## src/rtl/vending_pkg.sv

```systemverilog
// Shared vending definitions: coin values, drink codes and prices, and the
// change dispenser state encoding.
package vending_pkg;

    localparam int COIN_1  = 1;
    localparam int COIN_5  = 5;
    localparam int COIN_10 = 10;

    localparam int DRINK_TEA    = 1;
    localparam int DRINK_COKE   = 2;
    localparam int DRINK_COFFEE = 3;
    localparam int DRINK_MILK   = 4;

    localparam int PRICE_TEA    = 10;
    localparam int PRICE_COKE   = 15;
    localparam int PRICE_COFFEE = 20;
    localparam int PRICE_MILK   = 25;

    typedef enum logic [1:0] {
        IDLE   = 2'd0,
        SELECT = 2'd1,
        EJECT  = 2'd2,
        FINISH = 2'd3
    } disp_state_t;

    // Price lookup by drink code; unknown codes cost nothing.
    function automatic int drink_price(input int code);
        case (code)
            DRINK_TEA:    return PRICE_TEA;
            DRINK_COKE:   return PRICE_COKE;
            DRINK_COFFEE: return PRICE_COFFEE;
            DRINK_MILK:   return PRICE_MILK;
            default:      return 0;
        endcase
    endfunction

endpackage

```

## src/rtl/coin_inventory.sv

```systemverilog
// Three saturating per-denomination coin counters with increment (customer
// coin), decrement (hopper ejection) and bulk restock.
module coin_inventory
    import vending_pkg::*;
#(
    parameter int AMT_W = 6,
    parameter int CNT_W = 4
) (
    input  logic             clk,
    input  logic             reset,
    input  logic             inc_en,
    input  logic [AMT_W-1:0] inc_coin,
    input  logic             dec_en,
    input  logic [AMT_W-1:0] dec_coin,
    input  logic             restock_en,
    input  logic [CNT_W-1:0] restock_1,
    input  logic [CNT_W-1:0] restock_5,
    input  logic [CNT_W-1:0] restock_10,
    output logic [CNT_W-1:0] count_1,
    output logic [CNT_W-1:0] count_5,
    output logic [CNT_W-1:0] count_10
);

    localparam logic [AMT_W-1:0] C1  = AMT_W'(COIN_1);
    localparam logic [AMT_W-1:0] C5  = AMT_W'(COIN_5);
    localparam logic [AMT_W-1:0] C10 = AMT_W'(COIN_10);
    localparam logic [CNT_W-1:0] CNT_MAX = '1;

    // A coincident increment and decrement cancel; increment saturates at the
    // top. Decrement never sees zero because selection requires a nonzero count.
    function automatic logic [CNT_W-1:0] next_count(input logic [CNT_W-1:0] cnt,
                                                    input logic inc,
                                                    input logic dec);
        if (inc && !dec)
            return (cnt == CNT_MAX) ? cnt : cnt + 1'b1;
        else if (dec && !inc)
            return cnt - 1'b1;
        else
            return cnt;
    endfunction

    // Restock overwrites all counters and wins over a same-cycle coin insert.
    always_ff @(posedge clk or posedge reset) begin
        if (reset) begin
            count_1  <= '0;
            count_5  <= '0;
            count_10 <= '0;
        end else if (restock_en) begin
            count_1  <= restock_1;
            count_5  <= restock_5;
            count_10 <= restock_10;
        end else begin
            count_1  <= next_count(count_1,  inc_en && (inc_coin == C1),  dec_en && (dec_coin == C1));
            count_5  <= next_count(count_5,  inc_en && (inc_coin == C5),  dec_en && (dec_coin == C5));
            count_10 <= next_count(count_10, inc_en && (inc_coin == C10), dec_en && (dec_coin == C10));
        end
    end

endmodule

```

## src/rtl/change_dispenser.sv

```systemverilog
// Greedy change dispenser: pays a refund one coin at a time through a hopper
// handshake, largest available denomination first, and reports any shortfall.
module change_dispenser
    import vending_pkg::*;
#(
    parameter int AMT_W = 6,
    parameter int CNT_W = 4
) (
    input  logic             clk,
    input  logic             reset,
    input  logic             refund_valid,
    input  logic [AMT_W-1:0] refund_amount,
    output logic             refund_ready,
    input  logic             coin_in_valid,
    input  logic [AMT_W-1:0] coin_in,
    input  logic             restock_en,
    input  logic [CNT_W-1:0] restock_1,
    input  logic [CNT_W-1:0] restock_5,
    input  logic [CNT_W-1:0] restock_10,
    output logic             eject_req,
    output logic [AMT_W-1:0] eject_coin,
    input  logic             eject_ack,
    output logic             done,
    output logic             short,
    output logic [AMT_W-1:0] short_amount,
    output logic             busy
);

    localparam logic [AMT_W-1:0] C1  = AMT_W'(COIN_1);
    localparam logic [AMT_W-1:0] C5  = AMT_W'(COIN_5);
    localparam logic [AMT_W-1:0] C10 = AMT_W'(COIN_10);

    disp_state_t      state;
    logic [AMT_W-1:0] remaining;
    logic [CNT_W-1:0] count_1;
    logic [CNT_W-1:0] count_5;
    logic [CNT_W-1:0] count_10;
    logic             sel_found;
    logic [AMT_W-1:0] sel_coin;
    logic             ack_take;

    // Only an acknowledged ejection consumes a coin; acks outside EJECT are noise.
    assign ack_take = (state == EJECT) && eject_ack;

    coin_inventory #(
        .AMT_W(AMT_W),
        .CNT_W(CNT_W)
    ) u_inv (
        .clk        (clk),
        .reset      (reset),
        .inc_en     (coin_in_valid),
        .inc_coin   (coin_in),
        .dec_en     (ack_take),
        .dec_coin   (eject_coin),
        .restock_en (restock_en && (state == IDLE)),
        .restock_1  (restock_1),
        .restock_5  (restock_5),
        .restock_10 (restock_10),
        .count_1    (count_1),
        .count_5    (count_5),
        .count_10   (count_10)
    );

    // Largest coin that fits in the remainder and is in stock; none when remainder is 0.
    always_comb begin
        sel_found = 1'b0;
        sel_coin  = '0;
        if (remaining >= C10 && count_10 != '0) begin
            sel_found = 1'b1;
            sel_coin  = C10;
        end else if (remaining >= C5 && count_5 != '0) begin
            sel_found = 1'b1;
            sel_coin  = C5;
        end else if (remaining >= C1 && count_1 != '0) begin
            sel_found = 1'b1;
            sel_coin  = C1;
        end
    end

    // Refund sequencer; every output is registered and set on the transition
    // into the state that owns it.
    always_ff @(posedge clk or posedge reset) begin
        if (reset) begin
            state        <= IDLE;
            remaining    <= '0;
            eject_req    <= 1'b0;
            eject_coin   <= '0;
            done         <= 1'b0;
            short        <= 1'b0;
            short_amount <= '0;
            busy         <= 1'b0;
            refund_ready <= 1'b1;
        end else begin
            done         <= 1'b0;
            short        <= 1'b0;
            short_amount <= '0;
            case (state)
                IDLE: begin
                    if (refund_valid) begin
                        remaining    <= refund_amount;
                        state        <= SELECT;
                        busy         <= 1'b1;
                        refund_ready <= 1'b0;
                    end
                end
                SELECT: begin
                    if (sel_found) begin
                        eject_coin <= sel_coin;
                        eject_req  <= 1'b1;
                        state      <= EJECT;
                    end else begin
                        done         <= 1'b1;
                        short        <= (remaining != '0);
                        short_amount <= remaining;
                        state        <= FINISH;
                    end
                end
                EJECT: begin
                    if (eject_ack) begin
                        eject_req <= 1'b0;
                        remaining <= remaining - eject_coin;
                        state     <= SELECT;
                    end
                end
                FINISH: begin
                    state        <= IDLE;
                    busy         <= 1'b0;
                    refund_ready <= 1'b1;
                end
                default: state <= IDLE;
            endcase
        end
    end

endmodule

```

## config.mk

```make
export PLATFORM = sky130hd
export DESIGN_NAME = change_dispenser
export DESIGN_NICKNAME = d
export VERILOG_FILES = /design/src/rtl/vending_pkg.sv /design/src/rtl/coin_inventory.sv /design/src/rtl/change_dispenser.sv
export SDC_FILE = /design/constraint.sdc
export NUM_CORES = 1
export LEC_CHECK = 0
export ABC_AREA = 0
export CORE_MARGIN = 4
export CORE_UTILIZATION = 50
export DETAILED_ROUTE_END_ITERATION = 10
export PLACE_DENSITY = 0.79
export SETUP_SLACK_MARGIN = 0.15
export SLEW_MARGIN = 20
export SYNTH_ARGS = -nofsm -noshare
export SYNTH_HDL_FRONTEND = slang
export SYNTH_SLANG_ARGS = --single-unit
```

## constraint.sdc

```tcl
create_clock -name clk -period 3.35 [get_ports clk]
set_input_delay 0.5025 -clock clk [delete_from_list [all_inputs] [get_ports clk]]
set_output_delay 0.5025 -clock clk [all_outputs]
set_load 0.05 [all_outputs]
```

==> flow_metrics.tcl, run 1 <==
set metrics [dict create \
    cts_tree "yes" \
    async_reset_ff_frac 1.00 \
    tns_ps 0 \
    powerDensity_nw_per_um2 838 \
    fmax_ghz 0.358 \
    min_to "refund_ready" \
    relSlewSlack 0.480 \
    dp_hpwl_um 3540 \
    fin_crit_sh 0.834 \
    cp-start-kind "flip-flop" \
    reg2reg_to "u_inv.count_1[3]" \
    hp-start "refund_ready" \
    synth_cells 227 \
    antenna_found_initial 0 \
    r2r_start "state[0]" \
    hold_class "reg -> reg" \
    die_area_um2 5270 \
    grt_pass1_vias 1818 \
    outcome "finished, final reports clean" \
    crit_chain "nand2b_1 > nor3_1 > nand2_1 > ha_1 > inv_1 > ha_1 > a21oi_1 > and3_1 > o21ai_0 > xor2_1 > o21ai_0" \
    fin_cells 325 \
    grt_max_degree 35 \
    crit_path_end_kind "flip-flop" \
    diodes 0 \
    drt-total-wl_um 4710 \
    drt_pass1_iterations 4 \
    die_w_um 72.6 \
    ctsHtreeMaxLevel 2 \
    routedWlPerCell_um 14.5 \
    cts_buffer_depth 2 \
    synth_area_per_cell_um2 9.19 \
    drive_above_1_share 0.0764 \
    routabilityCongestion 0.801 \
    clkTransAtPathRegs_ps 80 \
    worst_pin_slew_ps 777 \
    cts.repair.resized 0 \
    yosysWarnings 0 \
    r2r_setup_slack_ps 560 \
    insertion_delay_ps 290 \
    synth_edf_count 0 \
    numCtsBuffers 5 \
    leakagePower_uw 0.00112 \
    viasPerCell 5.49 \
    num_vias 1784 \
    cts_hold_buf 0 \
    io_pins 47 \
    hold_violations 0 \
    synth_top_family_by_area "simple AND/OR/NAND/NOR gates" \
    crit_fanout 10 \
    slew_viol_final 0 \
    crit_start "state[0]" \
    finalClockSkew_ps 6.29 \
    yosys.area_share.simple 0.214 \
    placementRows 23 \
    cp.arrival_ps 2980 \
    nets 321 \
    path_class "reg -> reg" \
    grtUsageTotal 0.196 \
    rsz0062_at_grt "no" \
    synth_flop_cell "dfrtp_1" \
    drcViolationCount 0 \
    antenna_left 0 \
    drtIter0Drc 93 \
    worst_path_largest_cell_delay_ps 490 \
    ys_ff_latch 34 \
    yosysSeqAreaShare 0.409 \
    synth.distinct_cells 44 \
    portBuffers 44 \
    cp_slowest_cell "dfrtp_1" \
    fill_cells 328 \
    finalCriticalPeriod_ps 2790 \
    synth-compound-area-share 0.156 \
    setup_viol 0 \
    min_path_cells 2 \
    die_y_um 72.6 \
    postCtsSetupBuffers 0 \
    synthAdderAreaFrac 0.116 \
    root_buffer "clkbuf_8" \
    yosys-mux-area-fraction 0.0300 \
    synth-xor-area-share 0.0294 \
    maxCapViolCount 0 \
    worstPathRequired_ps 3530 \
    worstRegToRegCells 11 \
    cts_num_sinks 34 \
    ir_drop_v 0.000405 \
    overflow 0 \
    placed_cells 317 \
    core_area_um2 4030 \
    start_util 0.518 \
    syn-cell-area_um2 2090 \
    area_growth_pct 28.8 \
    grt_pass1_wl_um 8090 \
]
## state kept, by name, summed over array words and instances (netlist names)
signal,count
u_inv.count_1,4
state,2
eject_coin,3
u_inv.count_10,4
busy,1
short_amount,6
refund_ready,1
short,1
remaining,6
eject_req,1
done,1
u_inv.count_5,4
## how the worst max path moves through the flow
stage	endpoint
2_1_floorplan	u_inv.count_10[3]
3_3_place_gp	u_inv.count_1[3]
3_5_place_dp	u_inv.count_1[3]
4_1_cts	u_inv.count_1[3]
5_1_grt	u_inv.count_10[3]
6_report	u_inv.count_1[3]
## logic make-up after synthesis
logic type / after synthesis
multiplexers: 6
buffers and inverters: 21
AO/OA/AOI/OAI: 55
other: 1
adder cells (fa/ha/maj): 17
XOR/XNOR: 7
flip-flops: 34
AND/OR/NAND/NOR: 86
## layer usage
layer,part of all wire,up-vias,track usage
met2,0.48,54,0.339
met3,0.057,7,0.0372
met5,0,-,0
met1,0.44,835,0.245
met4,0.016,0,0.0656
li1,-,888,-
## synth_stat cells (all sizes together), types with 6 or more instances
cell   number  area share
nor2       16       0.029
nor4        8       0.027
and3        6       0.018
o21ai      22       0.053
a21oi      17       0.041
inv        13       0.023
nand3       6       0.014
nand2      26       0.047
nor3        7       0.025
ha         13       0.078
dfrtp      33        0.40
and2        6       0.018
## power breakdown
group | internal (µW) | switching (µW)
clock | 219 | 157
sequential | 563 | 217
combinational | 474 | 621
total | 1260 | 995
## cell type report
type,count,area (µm²),area share
inverter,13,48.8,0.0182
sequential,34,852,0.317
tap,50,62.6,0.0233
clock buffer,5,68.8,0.0256
timing repair buffer,47,463,0.172
multi-input combinational,173,1150,0.429
clock inverter,3,40.0,0.0149
## stage by stage
step           hold WS, ps  instance area, µm²  setup slack [ps]  power (µW)   util
4_1_cts                513                2690               578        2260  0.667
6_report               511                2690               556        2250  0.667
5_1_grt                564                2690               408        2450  0.667
2_1_floorplan          538                2090               892        1560      -
3_5_place_dp           506                2580               370        1870  0.640
3_3_place_gp           493                2580               466        1810  0.640
## worst max-delay path: cells and delay by family, from the launching register on
family | cells | cell delay, ps
simple gates | 4 | 870
compound gates | 3 | 510
fa+ha+maj | 2 | 500
flops | 1 | 490
xor+xnor | 1 | 180
buf+inv | 1 | 140
## layout by cell type (no fill, tap or decap), types with 3 or more instances in the layout
| master | instances |
|---|---|
| a21oi_1 | 17 |
| mux2i_1 | 4 |
| buf_4 | 3 |
| nor4_1 | 7 |
| inv_1 | 13 |
| nand3_1 | 6 |
| clkdlybuf4s50_1 | 44 |
| nor3_1 | 5 |
| xor2_1 | 3 |
| nor2_1 | 16 |
| fa_1 | 4 |
| nand2b_1 | 3 |
| xnor2_1 | 4 |
| and3_1 | 6 |
| o21ai_0 | 22 |
| nand2_1 | 26 |
| dfrtp_1 | 33 |
| and2_1 | 5 |
| ha_1 | 13 |
| nor2b_1 | 4 |
| clkbuf_8 | 5 |
Note: power is estimated with default switching activity, not from simulation.
==> run 2, diff against run 1 <==
==> constraint.sdc (replaced) <==
create_clock -name clk -period 2.9 [get_ports clk]
set_input_delay 0.435 -clock clk [delete_from_list [all_inputs] [get_ports clk]]
set_output_delay 0.435 -clock clk [all_outputs]
set_load 0.05 [all_outputs]
==> flow_metrics.tcl, run 2 (synthesis results as in run 1) <==
set metrics [dict create \
    outcome "finished, final reports clean" \
    final_util 0.678 \
    hold_violations 0 \
    crit_chain "clkdlybuf4s50_1 > nor2_1 > nand2_1 > nor3_1 > ha_1 > inv_1 > ha_1 > nand3_1 > and3_1 > o21ai_0 > xor2_1 > o21ai_0" \
    routabilityCongestion 0.776 \
    worstPathRequired_ps 3060 \
    drt_pass1_iterations 6 \
    overflow 0 \
    grt_max_degree 35 \
    top_regs "remaining x6, short_amount x6" \
    die_w_um 72.6 \
    worstRegToRegCells 11 \
    die_y_um 72.6 \
    cp_slowest_cell "clkdlybuf4s50_1" \
    placementRows 23 \
    min_path_cells 2 \
    grtUsageTotal 0.184 \
    worst_path_largest_cell_delay_ps 410 \
    finalCriticalPeriod_ps 2500 \
    hold_class "reg -> reg" \
    ctsHtreeMaxLevel 2 \
    cts_buffer_depth 2 \
    relSlewSlack 0.661 \
    drtIter0Drc 108 \
    fin_crit_sh 0.864 \
    die_area_um2 5270 \
    path_class "in -> reg" \
    setup_viol 0 \
    num_vias 1755 \
    root_buffer "clkbuf_8" \
    worst_pin_slew_ps 507 \
    numCtsBuffers 5 \
    routedWlPerCell_um 13.5 \
    r2r_setup_slack_ps 520 \
    finalClockSkew_ps 7.42 \
    dp_hpwl_um 3370 \
    mostFrequentLayoutCells "clkdlybuf4s50_1, dfrtp_1, nand2_1" \
    hp-start "refund_ready" \
    maxCapViolCount 0 \
    clkTransAtPathRegs_ps 80 \
    tns_ps 0 \
    start_util 0.518 \
    min_to "refund_ready" \
    core_area_um2 4030 \
    leakagePower_uw 0.00114 \
    portBuffers 44 \
    antenna_left 0 \
    cts_tree "yes" \
    drcViolationCount 0 \
    slew_viol_final 0 \
    layout_commonest_cell "clkdlybuf4s50_1" \
    antenna_found_initial 0 \
    drive_above_1_share 0.100 \
    cp-start-kind "input pin" \
    rsz0062_at_grt "no" \
    insertion_delay_ps 290 \
    grt_pass1_vias 1694 \
    reg2reg_to "u_inv.count_5[3]" \
    nets 325 \
    powerDensity_nw_per_um2 953 \
    io_pins 47 \
    r2r_start "state[1]" \
    crit_path_end_kind "flip-flop" \
    drt-total-wl_um 4430 \
    diodes 0 \
    crit_fanout 5 \
    fmax_ghz 0.399 \
    viasPerCell 5.33 \
    cp.arrival_ps 2670 \
    ir_drop_v 0.000673 \
    area_growth_pct 31.0 \
    cts_num_sinks 34 \
    grt_pass1_wl_um 7620 \
]
## run 2: cell count changes in the layout (fill, tap and decap cells not counted), sizes merged
cell,delta
buf,+4
clkinvlp,+2
clkinv,-2
## run 2: how the worst max path moves through the flow
stage | startpoint | slack (ps) | to | cells after the start
after floorplan | state[0] | 440 | u_inv.count_10[3] | 13
after global placement | coin_in[5] | 90 | u_inv.count_10[3] | 12
after detailed placement | eject_ack | 30 | u_inv.count_10[3] | 12
after CTS | eject_ack | 330 | u_inv.count_10[3] | 12
after global routing | coin_in[5] | 110 | u_inv.count_10[3] | 12
final | coin_in[5] | 400 | u_inv.count_5[3] | 12
## run 2: routing by layer
layer / vias to the layer above / share of wire / global-route usage
met5: - / 0 / 0
met4: 0 / 0.013 / 0.0512
met3: 6 / 0.048 / 0.0399
met2: 42 / 0.45 / 0.285
met1: 810 / 0.48 / 0.262
li1: 897 / - / -
## run 2: worst max-delay path, delay by kind of cell
family / cells / cell delay (ps)
and+or+nand+nor: 5 / 720
adders and majority gates: 2 / 550
buffers and inverters: 2 / 510
AOI/OAI and AO/OA: 2 / 280
xor gates and xnor gates: 1 / 170
## run 2: area by class of cell
| class | count | area, µm² |
|---|---|---|
| multi-input combinational | 173 | 1160 |
| sequential | 34 | 852 |
| inverter | 13 | 48.8 |
| timing repair buffer | 51 | 493 |
| tap | 50 | 62.6 |
| clock buffer | 5 | 68.8 |
| clock inverter | 3 | 45.0 |
| fill | 319 | 1300 |
## run 2: per-stage QoR
stage          power [µW]  hold WS [ps]  cells  cell area [µm²]  worst slack (ps)
6_report             2600           514    329             2730               395
5_1_grt              2830           566    329             2730               112
4_1_cts              2610           513    329             2720               330
3_5_place_dp         2160           502    321             2610              25.9
3_3_place_gp         2120           494    321             2610              90.4
2_1_floorplan        1800           538    228             2090               442
## run 2: what timing repair did
item / CTS / global route
setup buffers: 0 / 0
resized for setup: 0 / 3
hold buffers: 0 / 0
setup endpoints to repair: 0 / 1
## run 2: power breakdown
part           internal [µW]  switching, µW  leakage [µW]  total [µW]
combinational            565            714      0.000671        1280
clock                    256            184     0.0000504         439
sequential               650            237      0.000418         887
total                   1470           1130       0.00114        2600
